===== src/rtl/mem_access_ctrl.sv =====
// mem_access_ctrl: sequences the M-stage data-memory access over a req/ack bus
// Ports: MemWriteM/ResultSrcM/funct3M/ALUResultM/WriteDataM from the E|M register;
//   StallM holds the pipeline, ReadDataM is extended load data valid in DONE,
//   MisalignM/BusErrM are 1-cycle error pulses; mem_* is the req/ack data bus.
module mem_access_ctrl #(
  parameter int TIMEOUT = 16
) (
  input  logic        clk,
  input  logic        reset,
  input  logic        MemWriteM,
  input  logic [1:0]  ResultSrcM,
  input  logic [2:0]  funct3M,
  input  logic [31:0] ALUResultM,
  input  logic [31:0] WriteDataM,
  output logic        StallM,
  output logic [31:0] ReadDataM,
  output logic        MisalignM,
  output logic        BusErrM,
  output logic        mem_req,
  output logic        mem_we,
  output logic [31:0] mem_addr,
  output logic [3:0]  mem_be,
  output logic [31:0] mem_wdata,
  input  logic [31:0] mem_rdata,
  input  logic        mem_ack
);
  localparam int CW = $clog2(TIMEOUT);
  typedef enum logic [1:0] {IDLE, WAIT, DONE} state_t;
  state_t r_state, w_next;
  logic [CW-1:0] r_cnt;
  logic [31:0] r_addr, r_wdata, r_rdata;
  logic        r_we;
  logic [3:0]  r_be;
  logic [2:0]  r_f3;
  logic [1:0]  r_lo;
  logic        w_acc, w_mis, w_issue, w_tmo, w_last;
  logic [1:0]  w_size;
  logic [3:0]  w_be;
  logic [31:0] w_wdata, w_sh, w_ext;
  assign w_acc   = MemWriteM | (ResultSrcM == 2'b01);
  assign w_size  = funct3M[1:0];
  assign w_mis   = (w_size == 2'b01 & ALUResultM[0]) | (w_size[1] & |ALUResultM[1:0]);
  assign w_issue = r_state == IDLE & w_acc & ~w_mis;
  assign w_last  = r_cnt == CW'(TIMEOUT - 1);
  assign w_tmo   = r_state == WAIT & ~mem_ack & w_last;
  assign w_be    = w_size == 2'b00 ? 4'b0001 << ALUResultM[1:0] :
                   w_size == 2'b01 ? 4'b0011 << {ALUResultM[1], 1'b0} : 4'b1111;
  assign w_wdata = w_size == 2'b00 ? {4{WriteDataM[7:0]}} :
                   w_size == 2'b01 ? {2{WriteDataM[15:0]}} : WriteDataM;
  // byte/half lanes are brought down to bit 0 before extension
  assign w_sh    = mem_rdata >> {r_lo, 3'b000};
  assign w_ext   = r_f3[1:0] == 2'b00 ? {{24{~r_f3[2] & w_sh[7]}}, w_sh[7:0]} :
                   r_f3[1:0] == 2'b01 ? {{16{~r_f3[2] & w_sh[15]}}, w_sh[15:0]} : mem_rdata;
  always_ff @(posedge clk)
    r_state <= reset ? IDLE : w_next;
  always_comb begin
    w_next    = r_state;
    StallM    = 1'b0;
    MisalignM = 1'b0;
    BusErrM   = 1'b0;
    mem_req   = 1'b0;
    if (!reset) begin
      w_next    = r_state == IDLE ? (w_issue ? WAIT : IDLE) :
                  r_state == WAIT ? ((mem_ack | w_tmo) ? DONE : WAIT) : IDLE;
      StallM    = w_issue | r_state == WAIT;
      MisalignM = r_state == IDLE & w_acc & w_mis;
      BusErrM   = w_tmo;
      mem_req   = r_state == WAIT;
    end
  end
  always_ff @(posedge clk) begin
    if (reset) begin
      r_cnt   <= '0;
      r_addr  <= '0;
      r_wdata <= '0;
      r_rdata <= '0;
      r_we    <= 1'b0;
      r_be    <= '0;
      r_f3    <= '0;
      r_lo    <= '0;
    end else begin
      if (w_issue) begin
        r_addr  <= {ALUResultM[31:2], 2'b00};
        r_we    <= MemWriteM;
        r_be    <= w_be;
        r_wdata <= w_wdata;
        r_f3    <= funct3M;
        r_lo    <= ALUResultM[1:0];
        r_cnt   <= '0;
      end
      if (r_state == WAIT) begin
        r_cnt <= w_last ? r_cnt : r_cnt + 1'b1;
        if (mem_ack) r_rdata <= r_we ? '0 : w_ext;
        else if (w_tmo) r_rdata <= '0;
      end
    end
  end
  assign ReadDataM = r_rdata;
  assign mem_we    = r_we;
  assign mem_addr  = r_addr;
  assign mem_be    = r_be;
  assign mem_wdata = r_wdata;
endmodule


===== config.mk =====
export PLATFORM = sky130hd
export DESIGN_NAME = mem_access_ctrl
export DESIGN_NICKNAME = d
export VERILOG_FILES = /design/src/rtl/mem_access_ctrl.sv
export SDC_FILE = /design/constraint.sdc
export NUM_CORES = 1
export LEC_CHECK = 0
export ABC_AREA = 1
export ABC_CLOCK_PERIOD_IN_PS = 2000
export CAP_MARGIN = 15
export CORE_UTILIZATION = 43
export CTS_BUF_LIST = sky130_fd_sc_hd__clkbuf_4 sky130_fd_sc_hd__clkbuf_8 sky130_fd_sc_hd__clkbuf_16
export DETAILED_ROUTE_END_ITERATION = 8
export PLACE_DENSITY = 0.8
export SYNTH_ARGS = -nofsm -noshare
export SYNTH_HDL_FRONTEND = slang
export SYNTH_SLANG_ARGS = --single-unit

===== constraint.sdc =====
create_clock -name clk -period 2 [get_ports clk]
set_input_delay 0.5 -clock clk [delete_from_list [all_inputs] [get_ports clk]]
set_output_delay 0.5 -clock clk [all_outputs]
set_load 0.005 [all_outputs]

==> impl_metrics.yaml, run 1 <==
place:
  gp_congestion: 0.8671
  numPortBuffers: 207
  pre_cts_ws_ns: -0.6682
  dpl.hpwl_mm: 11.72
synth:
  synth_flop_cell: "dfxtp_1"
  yosysWarnings: 0
  synth_top_area_frac: 0.4331
  yosysSeqAreaShare: 0.4331
  synth.largest_area_cell: "dfxtp_1"
  netlist_instances: 739
  synth_common_cells: "216 x nand2_1, 110 x dfxtp_1, 97 x nor2_1, 57 x inv_1, 56 x nand3_1"
  synth_edf_count: 0
  synth_area_leaders: "dfxtp_1 43%, nand2_1 16%, nor2_1 7.2%, nand3_1 5.5%, a21oi_1 5.0%"
  synth.cell_area_um2: 5085
  synth_cell_types: 31
  ys_async_sr_fraction: 0
  avgSynthCellArea_um2: 6.881
  yosysMostFrequentCell: "nand2_1"
  synth-seq-cells: 110
sta:
  hold_slack_ns: 0.4469
  setup_viol: 0
  setup_slack_ns: 0.06210
  rsz0062_at_grt: "no"
  min_period_ns: 1.938
  max_freq_ghz: 0.5160
  finClkSkew_ns: 0.004856
  period_share: 0.9690
  finalHoldViolations: 0
  maxSlewHeadroom: 0.6074
  worst_pin_slew_ns: 0.5867
  drv_slew: 0
setup_path:
  crit_path_max_fanout: 2
  r2r_end: "ReadDataM[11]"
  reg2regPathDepth: 8
  reg2reg_setup_slack_ns: 0.47
  crit_top_cell: "a21oi_2"
  crit_required_ns: 1.50
  slowest_stage: "dlygate4sd2_1"
  cp-end-kind: "output port"
  worstPathArrival_ns: 1.44
  critPathKind: "input pin to output port"
  worstSetupStartpointType: "input pin"
  cp_slowest_stage_delay_ns: 0.25
  critPathCapture: "StallM"
  cp-startpoint: "MemWriteM"
  r2r-start: "r_lo[0]"
  crit_chain: "dlygate4sd2_1 -> a21oi_2 -> nor3_2 -> buf_4 -> nand2_4 -> a21oi_2 -> buf_2"
power:
  leakagePower_uw: 0.003387
  peakVddDrop_v: 0.0004418
  powerDensity_nw_per_um2: 703.0
  p_total_uw: 5492
floorplan:
  dieArea_um2: 12260
  dieHeight_um: 110.7
  io_pins: 210
  core.rowCount: 39
  core_um2: 11470
  die_w_um: 110.7
  initial_core_util: 0.4434
clock_tree:
  clock-sinks: 110
  cts_max_level: 3
  cts_tree: "done"
  root_buffer: "clkbuf_16"
  ctsHoldBuffers: 0
  cts.clk_slew.worst_paths_ns: 0.08
  numCtsBuffers: 9
  clock_tree.buffer_depth: 2
  clock_latency_ns: 0.35
outcome:
  status: "finished, final reports clean"
route:
  drc: 0
  routed_wl_mm: 15.84
  wl_per_cell_um: 14.29
  drtIter0Drc: 228
  vias: 5388
  vias_per_cell: 4.863
  ant_nets: 0
  drt-pass1-iter-count: 4
layout:
  fillers: 964
  drive_above_1_share: 0.1161
  final_nets: 1066
  diodes: 0
  multi_input_area_um2: 2434
  regArea_um2: 2205
  area_growth_pct: 53.64
global_routing:
  grt-ovfl-total: 0
  grt_pass1_vias: 5102
  grt_max_degree: 44
  grt_usage: 0.2615
  antenna_found_initial: 0
  grt_pass1_wl_mm: 25.72
min_path:
  hold_path.class: "register to register"
flow_run:
  drv_cap: 0
registers in the layout, summed over array words and instances (netlist names):
register / count
r_cnt: 4
r_state: 2
r_f3: 3
ReadDataM: 32
mem_wdata: 32
mem_addr: 30
mem_we: 1
mem_be: 4
r_lo: 2
worst min path at each step:
stage,from,to,cells after the start
5_1_grt,mem_addr[11],mem_addr[11],2
4_1_cts,mem_addr[15],mem_addr[15],2
6_report,mem_addr[22],mem_addr[22],2
3_3_place_gp,mem_addr[23],mem_addr[23],2
2_1_floorplan,mem_addr[10],mem_addr[10],2
3_5_place_dp,mem_addr[15],mem_addr[15],2
critical path: cells and delay by family:
family	cells	cell delay (ns)
buffers and inverters	3	0.53
and+or+nand+nor	2	0.23
AOI/OAI and AO/OA	2	0.18
per-layer routing:
layer	wire, um	GRT usage	vias up
li1	-	-	2796
met1	6800	0.3250	2384
met2	7502	0.4319	186
met3	1254	0.08256	22
met4	281	0.07822	0
met5	0	0	-
cell families after synthesis:
family                   share of synthesized area
AND/OR/NAND/NOR                             0.3201
AO/OA/AOI/OAI                               0.1479
flip-flops                                  0.4331
buffers and inverters                      0.09572
adder cells (fa/ha/maj)                   0.002460
other                                    0.0007375
placed cells by master, fill, tap and decap left out, types with 12 or more instances in the layout:
cell | netlist | final
nand2_2 | 11 | 12
o21ai_0 | 40 | 40
dfxtp_1 | 110 | 108
nand3_1 | 56 | 56
buf_4 | 3 | 37
nor2_1 | 97 | 95
nand2_1 | 216 | 215
inv_1 | 57 | 56
clkdlybuf4s50_1 | 0 | 195
a21oi_1 | 51 | 49
per-stage QoR:
| step | instances | cell area (um2) | utilization | TNS [ns] |
|---|---|---|---|---|
| 5_1_grt | 1108 | 7812 | 0.6813 | 0 |
| 3_5_place_dp | 1090 | 7492 | 0.6534 | -15.85 |
| 3_3_place_gp | 1090 | 7492 | 0.6534 | -12.99 |
| 2_1_floorplan | 740 | 5089 | - | 0 |
| 4_1_cts | 1108 | 7800 | 0.6802 | 0 |
| 6_report | 1108 | 7812 | 0.6813 | 0 |
final cells by class:
class | instances | area share
well taps | 143 | 0.02290
clock buffers | 10 | 0.03059
clock inverters | 6 | 0.006726
flip-flops and latches | 110 | 0.2822
inverters | 63 | 0.03027
repair buffers | 251 | 0.3158
multi-input cells | 525 | 0.3115
timing repair:
item | CTS | global route
buffers inserted | 2 | 0
gates resized for setup | 32 | 5
endpoints found under the setup margin | 4 | 2
pin swaps | 5 | 2
report_power, final:
part | switching, uW | leakage, uW | internal [uW] | total [uW]
logic | 606 | 0.00235 | 677 | 1280
registers | 82.1 | 0.000899 | 2340 | 2420
clock network | 888 | 0.000138 | 901 | 1790
total | 1580 | 0.00339 | 3920 | 5490
Power figures use the tool's default switching activity.
==> run 2: changes to the inputs <==
Settings changed: CORE_UTILIZATION 43 to 30, PLACE_DENSITY 0.8 to default, SETUP_SLACK_MARGIN from default to 0.5.
==> impl_metrics.yaml, run 2 (same netlist as run 1, synthesis figures left out) <==
layout:
  utilization: 0.4992
  regArea_um2: 2267
  diodes: 0
  final_nets: 1087
  drive_above_1_share: 0.2252
  multi_input_area_um2: 2592
  final_common_cell: "nand2_1"
  mostFrequentLayoutCells: "208 x nand2_1, 91 x clkdlybuf4s50_1, 84 x nor2_1, 78 x dlygate4sd2_1, 64 x dfxtp_1"
  area_growth_pct: 62.82
  fillers: 1672
global_routing:
  antenna_found_initial: 0
  grt_pass1_wl_mm: 27.39
  grt_max_degree: 42
  grt_pass1_vias: 5258
  grt_usage: 0.1980
  grt-ovfl-total: 0
route:
  wl_met1_mm: 7.414
  drtIter0Drc: 267
  drt-pass1-iter-count: 4
  wl_met2_mm: 8.256
  vias_per_cell: 4.539
  top_layer: "met4"
  routed_wl_mm: 17.38
  vias: 5474
  wl_per_cell_um: 14.41
  met3WireLength_mm: 1.466
  ant_nets: 0
  drc: 0
power:
  leakagePower_uw: 0.003935
  clock_power_share: 0.333
  p_sw_frac: 0.3052
  internal-power_uw: 3911
  powerDensity_nw_per_um2: 679.8
  pwr-share-seq: 0.432
  power.net_switching_uw: 1718
  peakVddDrop_v: 0.0004677
  combPwrFrac: 0.235
min_path:
  holdPathStages: 2
  worstHoldStart: "mem_addr[28]"
  hold_path.class: "register to register"
sta:
  min_period_ns: 1.795
  finalHoldViolations: 0
  rsz0062_at_grt: "yes"
  finClkSkew_ns: 0.009384
  max_freq_ghz: 0.5570
  period_share: 0.8976
  hold_slack_ns: 0.4429
  drv_slew: 0
  setup_viol: 0
place:
  dpl.hpwl_mm: 12.54
  gp_congestion: 0.8134
  numPortBuffers: 207
clock_tree:
  numCtsBuffers: 9
  clock-sinks: 110
  clock_latency_ns: 0.36
  root_buffer: "clkbuf_16"
  cts_max_level: 3
  cts.clk_slew.worst_paths_ns: 0.09
  cts_tree: "done"
  ctsHoldBuffers: 0
  clock_tree.buffer_depth: 2
flow_run:
  drv_cap: 0
setup_path:
  cp_top_family: "flip-flops"
  crit_path_max_fanout: 3
  critPathKind: "register to output port"
  worstSetupStartpointType: "register"
  worstPathArrival_ns: 1.30
  reg2regPathDepth: 11
  cp_slowest_stage_delay_ns: 0.37
  critPathBufInv: 3
  cp-end-kind: "output port"
  crit_chain: "inv_2 -> nor2_4 -> inv_4 -> nor4_4 -> buf_2"
  crit_required_ns: 1.50
  cp-startpoint: "r_state[0]"
  r2r-start: "r_state[0]"
  cp.depth: 5
  slowest_stage: "dfxtp_4"
floorplan:
  die_w_um: 132.2
  dieArea_um2: 17470
  core.rowCount: 47
  initial_core_util: 0.3066
  io_pins: 210
  core_um2: 16580
  dieHeight_um: 132.2
outcome:
  status: "finished, final reports clean"
-- run 2: changes by cell type in the layout (fill, tap and decap cells not counted), sizes merged --
cell / change
clkinvlp: -1
dlygate4sd2: +72
clkinv: +3
inv: -1
clkbuf: +13
clkdlybuf4s50: -104
clkdlybuf4s15: +15
buf: +24
-- run 2: what timing repair did --
action | 4_1_cts | 5_1_grt
endpoints found under the hold margin | 0 | 0
gates cloned | 0 | 2
resized for setup | 210 | 96
endpoints found under the setup margin | 208 | 78
buffers inserted | 6 | 12
pin swaps | 9 | 11
-- run 2: through the flow --
step | std cells | power [uW] | setup slack [ns] | instance area [um2] | setup TNS, ns
2_1_floorplan | 740 | 3049 | 0.4452 | 5186 | 0
3_3_place_gp | 1170 | 3770 | -0.7305 | 7679 | -22.20
3_5_place_dp | 1170 | 3768 | -0.7286 | 7679 | -22.48
4_1_cts | 1192 | 5601 | 0.1550 | 7991 | 0
5_1_grt | 1206 | 5918 | 0.1361 | 8279 | 0
6_report | 1206 | 5629 | 0.2047 | 8279 | 0
-- run 2: layout make-up --
| class | count | share of cell area |
|---|---|---|
| Multi-Input combinational cell | 525 | 0.3131 |
| Timing Repair Buffer | 272 | 0.3094 |
| Sequential cell | 110 | 0.2738 |
| Tap cell | 220 | 0.03325 |
| Inverter | 63 | 0.03264 |
| Clock buffer | 9 | 0.02720 |
| Clock inverter | 7 | 0.01058 |
-- run 2: metal layers --
metal,vias up,track usage
li1,2836,-
met1,2455,0.2427
met2,168,0.3228
met3,15,0.06805
met4,0,0.06769
met5,-,0
-- run 2: final timing paths --
path                   endpoint  slack, ns
setup / recovery        BusErrM       0.20
setup reg to reg  ReadDataM[14]       0.47
hold / removal     mem_addr[28]       0.44
hold reg to reg    mem_addr[28]       0.44
-- run 2: power by group through the flow --
stage               Sequential (uW)  Combinational, uW  Clock [uW]
detailed placement             2470               1300           0
finish                         2430               1320        1870
global placement               2470               1300           0
floorplan                      2470                575           0
CTS                            2430               1240        1930
global route                   2450               1450        2010
-- run 2: tightest hold or removal path: cells and delay by family (launching register included) --
kind          cells  cell delay [ns]
flops             1             0.33
simple gates      2             0.09
==> run 3: changes to the inputs <==
Settings changed: PLACE_DENSITY_LB_ADDON from default to 0.08, SLEW_MARGIN from default to 10.
==> impl_metrics.yaml, run 3 (same netlist as run 1, synthesis figures left out) <==
route:
  drtIter0Drc: 331
  ant_nets: 0
  vias_per_cell: 4.536
  vias: 5489
  drt-pass1-iter-count: 4
  wl_per_cell_um: 13.91
  drc: 0
  routed_wl_mm: 16.83
setup_path:
  cp-startpoint: "ResultSrcM[1]"
  reg2regPathDepth: 11
  crit_required_ns: 1.50
  reg2reg_setup_slack_ns: 0.47
  worstSetupStartpointType: "input pin"
  r2r_end: "ReadDataM[15]"
  crit_path_max_fanout: 2
  worstPathArrival_ns: 1.32
  cp-end-kind: "output port"
  r2r-start: "r_state[0]"
  critPathKind: "input pin to output port"
power:
  pwr-share-seq: 0.432
  clock_power_share: 0.332
  p_sw_frac: 0.3057
  powerDensity_nw_per_um2: 675.7
  leakagePower_uw: 0.003964
  peakVddDrop_v: 0.0004136
  combPwrFrac: 0.236
  power.net_switching_uw: 1720
  internal-power_uw: 3907
global_routing:
  grt_pass1_wl_mm: 26.92
  antenna_found_initial: 0
  grt_usage: 0.1931
  grt_max_degree: 33
  grt-ovfl-total: 0
  grt_pass1_vias: 5260
floorplan:
  io_pins: 210
  dieHeight_um: 132.2
  dieArea_um2: 17470
  die_w_um: 132.2
  core.rowCount: 47
  initial_core_util: 0.3066
  core_um2: 16580
place:
  pre_cts_ws_ns: -0.6975
  dp_cells: 1174
  dpl.hpwl_mm: 12.41
  gp_congestion: 0.8325
  numPortBuffers: 207
clock_tree:
  clock_latency_ns: 0.36
  cts.clk_slew.worst_paths_ns: 0.09
  cts_tree: "done"
  cts_max_level: 3
  clock-sinks: 110
  numCtsBuffers: 9
  root_buffer: "clkbuf_16"
  clock_tree.buffer_depth: 2
sta:
  finalHoldViolations: 0
  finClkSkew_ns: 0.01158
  setup_slack_ns: 0.1839
  drv_slew: 0
  min_period_ns: 1.816
  period_share: 0.9080
  rsz0062_at_grt: "yes"
  max_freq_ghz: 0.5506
  setup_viol: 0
flow_run:
  drv_cap: 0
min_path:
  hold_path.class: "register to register"
  holdPathStages: 2
  min_to: "mem_addr[24]"
  worstHoldStart: "mem_addr[24]"
layout:
  final_common_cell: "nand2_1"
  mostFrequentLayoutCells: "209 x nand2_1, 93 x dlygate4sd2_1, 91 x clkdlybuf4s50_1, 78 x nor2_1, 63 x dfxtp_1"
  drive_above_1_share: 0.2323
  fillers: 1706
  diodes: 0
  area_growth_pct: 63.75
  final_nets: 1091
  instances_no_fill: 1210
outcome:
  status: "finished, final reports clean"
run 3: cell types whose count changed in the layout (fill, tap and decap cells not counted), moves of 3 or more:
cell,previous run,this run
nor2_4,7,10
a21oi_2,2,7
nor2_2,8,11
a21oi_1,48,42
clkdlybuf4s15_1,18,10
buf_6,5,8
clkbuf_2,12,1
dlygate4sd2_1,78,93
buf_4,48,52
buf_2,5,10
nor2_1,84,78
run 3: timing repair:
item	in CTS	in global routing
setup endpoints to repair	207	62
pin swaps	8	9
resized for setup	212	76
cloned	1	2
hold buffers	0	0
setup buffers	11	6
run 3: routing by layer:
metal,up-vias,share of wire,track usage
li1,2855,-,-
met1,2453,0.44,0.2435
met2,166,0.47,0.3166
met3,15,0.074,0.05690
met4,0,0.012,0.06003
met5,-,0,0
run 3: through the flow:
step | TNS [ns] | cell area [um2] | total power, uW | utilization | hold WS, ns
after detailed placement | -17.87 | 7679 | 3771 | 0.4630 | 0.4327
after floorplan | 0 | 5186 | 3049 | - | 0.4417
after CTS | 0 | 8044 | 5592 | 0.4851 | 0.4438
after global placement | -16.54 | 7679 | 3775 | 0.4630 | 0.4277
after global routing | 0 | 8327 | 5914 | 0.5021 | 0.4616
final | 0 | 8327 | 5627 | 0.5021 | 0.4395
run 3: worst max path at each step:
stage | to | slack, ns | cells after the start
2_1_floorplan | StallM | 0.45 | 5
3_3_place_gp | StallM | -0.68 | 7
3_5_place_dp | StallM | -0.70 | 7
4_1_cts | BusErrM | 0.18 | 4
5_1_grt | BusErrM | 0.16 | 5
6_report | StallM | 0.18 | 7
run 3: area by class of cell:
class                   instances  area (um2)  share of cell area
clock buffers                   9       225.2             0.02705
repair buffers                275        2551              0.3064
flip-flops and latches        110        2268              0.2724
well taps                     220       275.3             0.03306
multi-input cells             526        2653              0.3186
clock inverters                 7       85.08             0.01022
inverters                      63       269.0             0.03231
run 3: worst max-delay path, cell delays in order:
cell and delay (ns):
buf_6 0.11, inv_12 0.04, a21oi_4 0.05, nor3_4 0.23, nand2_4 0.09, a21oi_4 0.16
buf_2 0.13
run 3: power groups by stage:
stage	clock, uW	combinational [uW]	sequential, uW
after CTS	1910	1250	2430
after global placement	0	1310	2470
final	1870	1330	2430
after detailed placement	0	1300	2470
after floorplan	0	575	2470
after global routing	2000	1460	2450
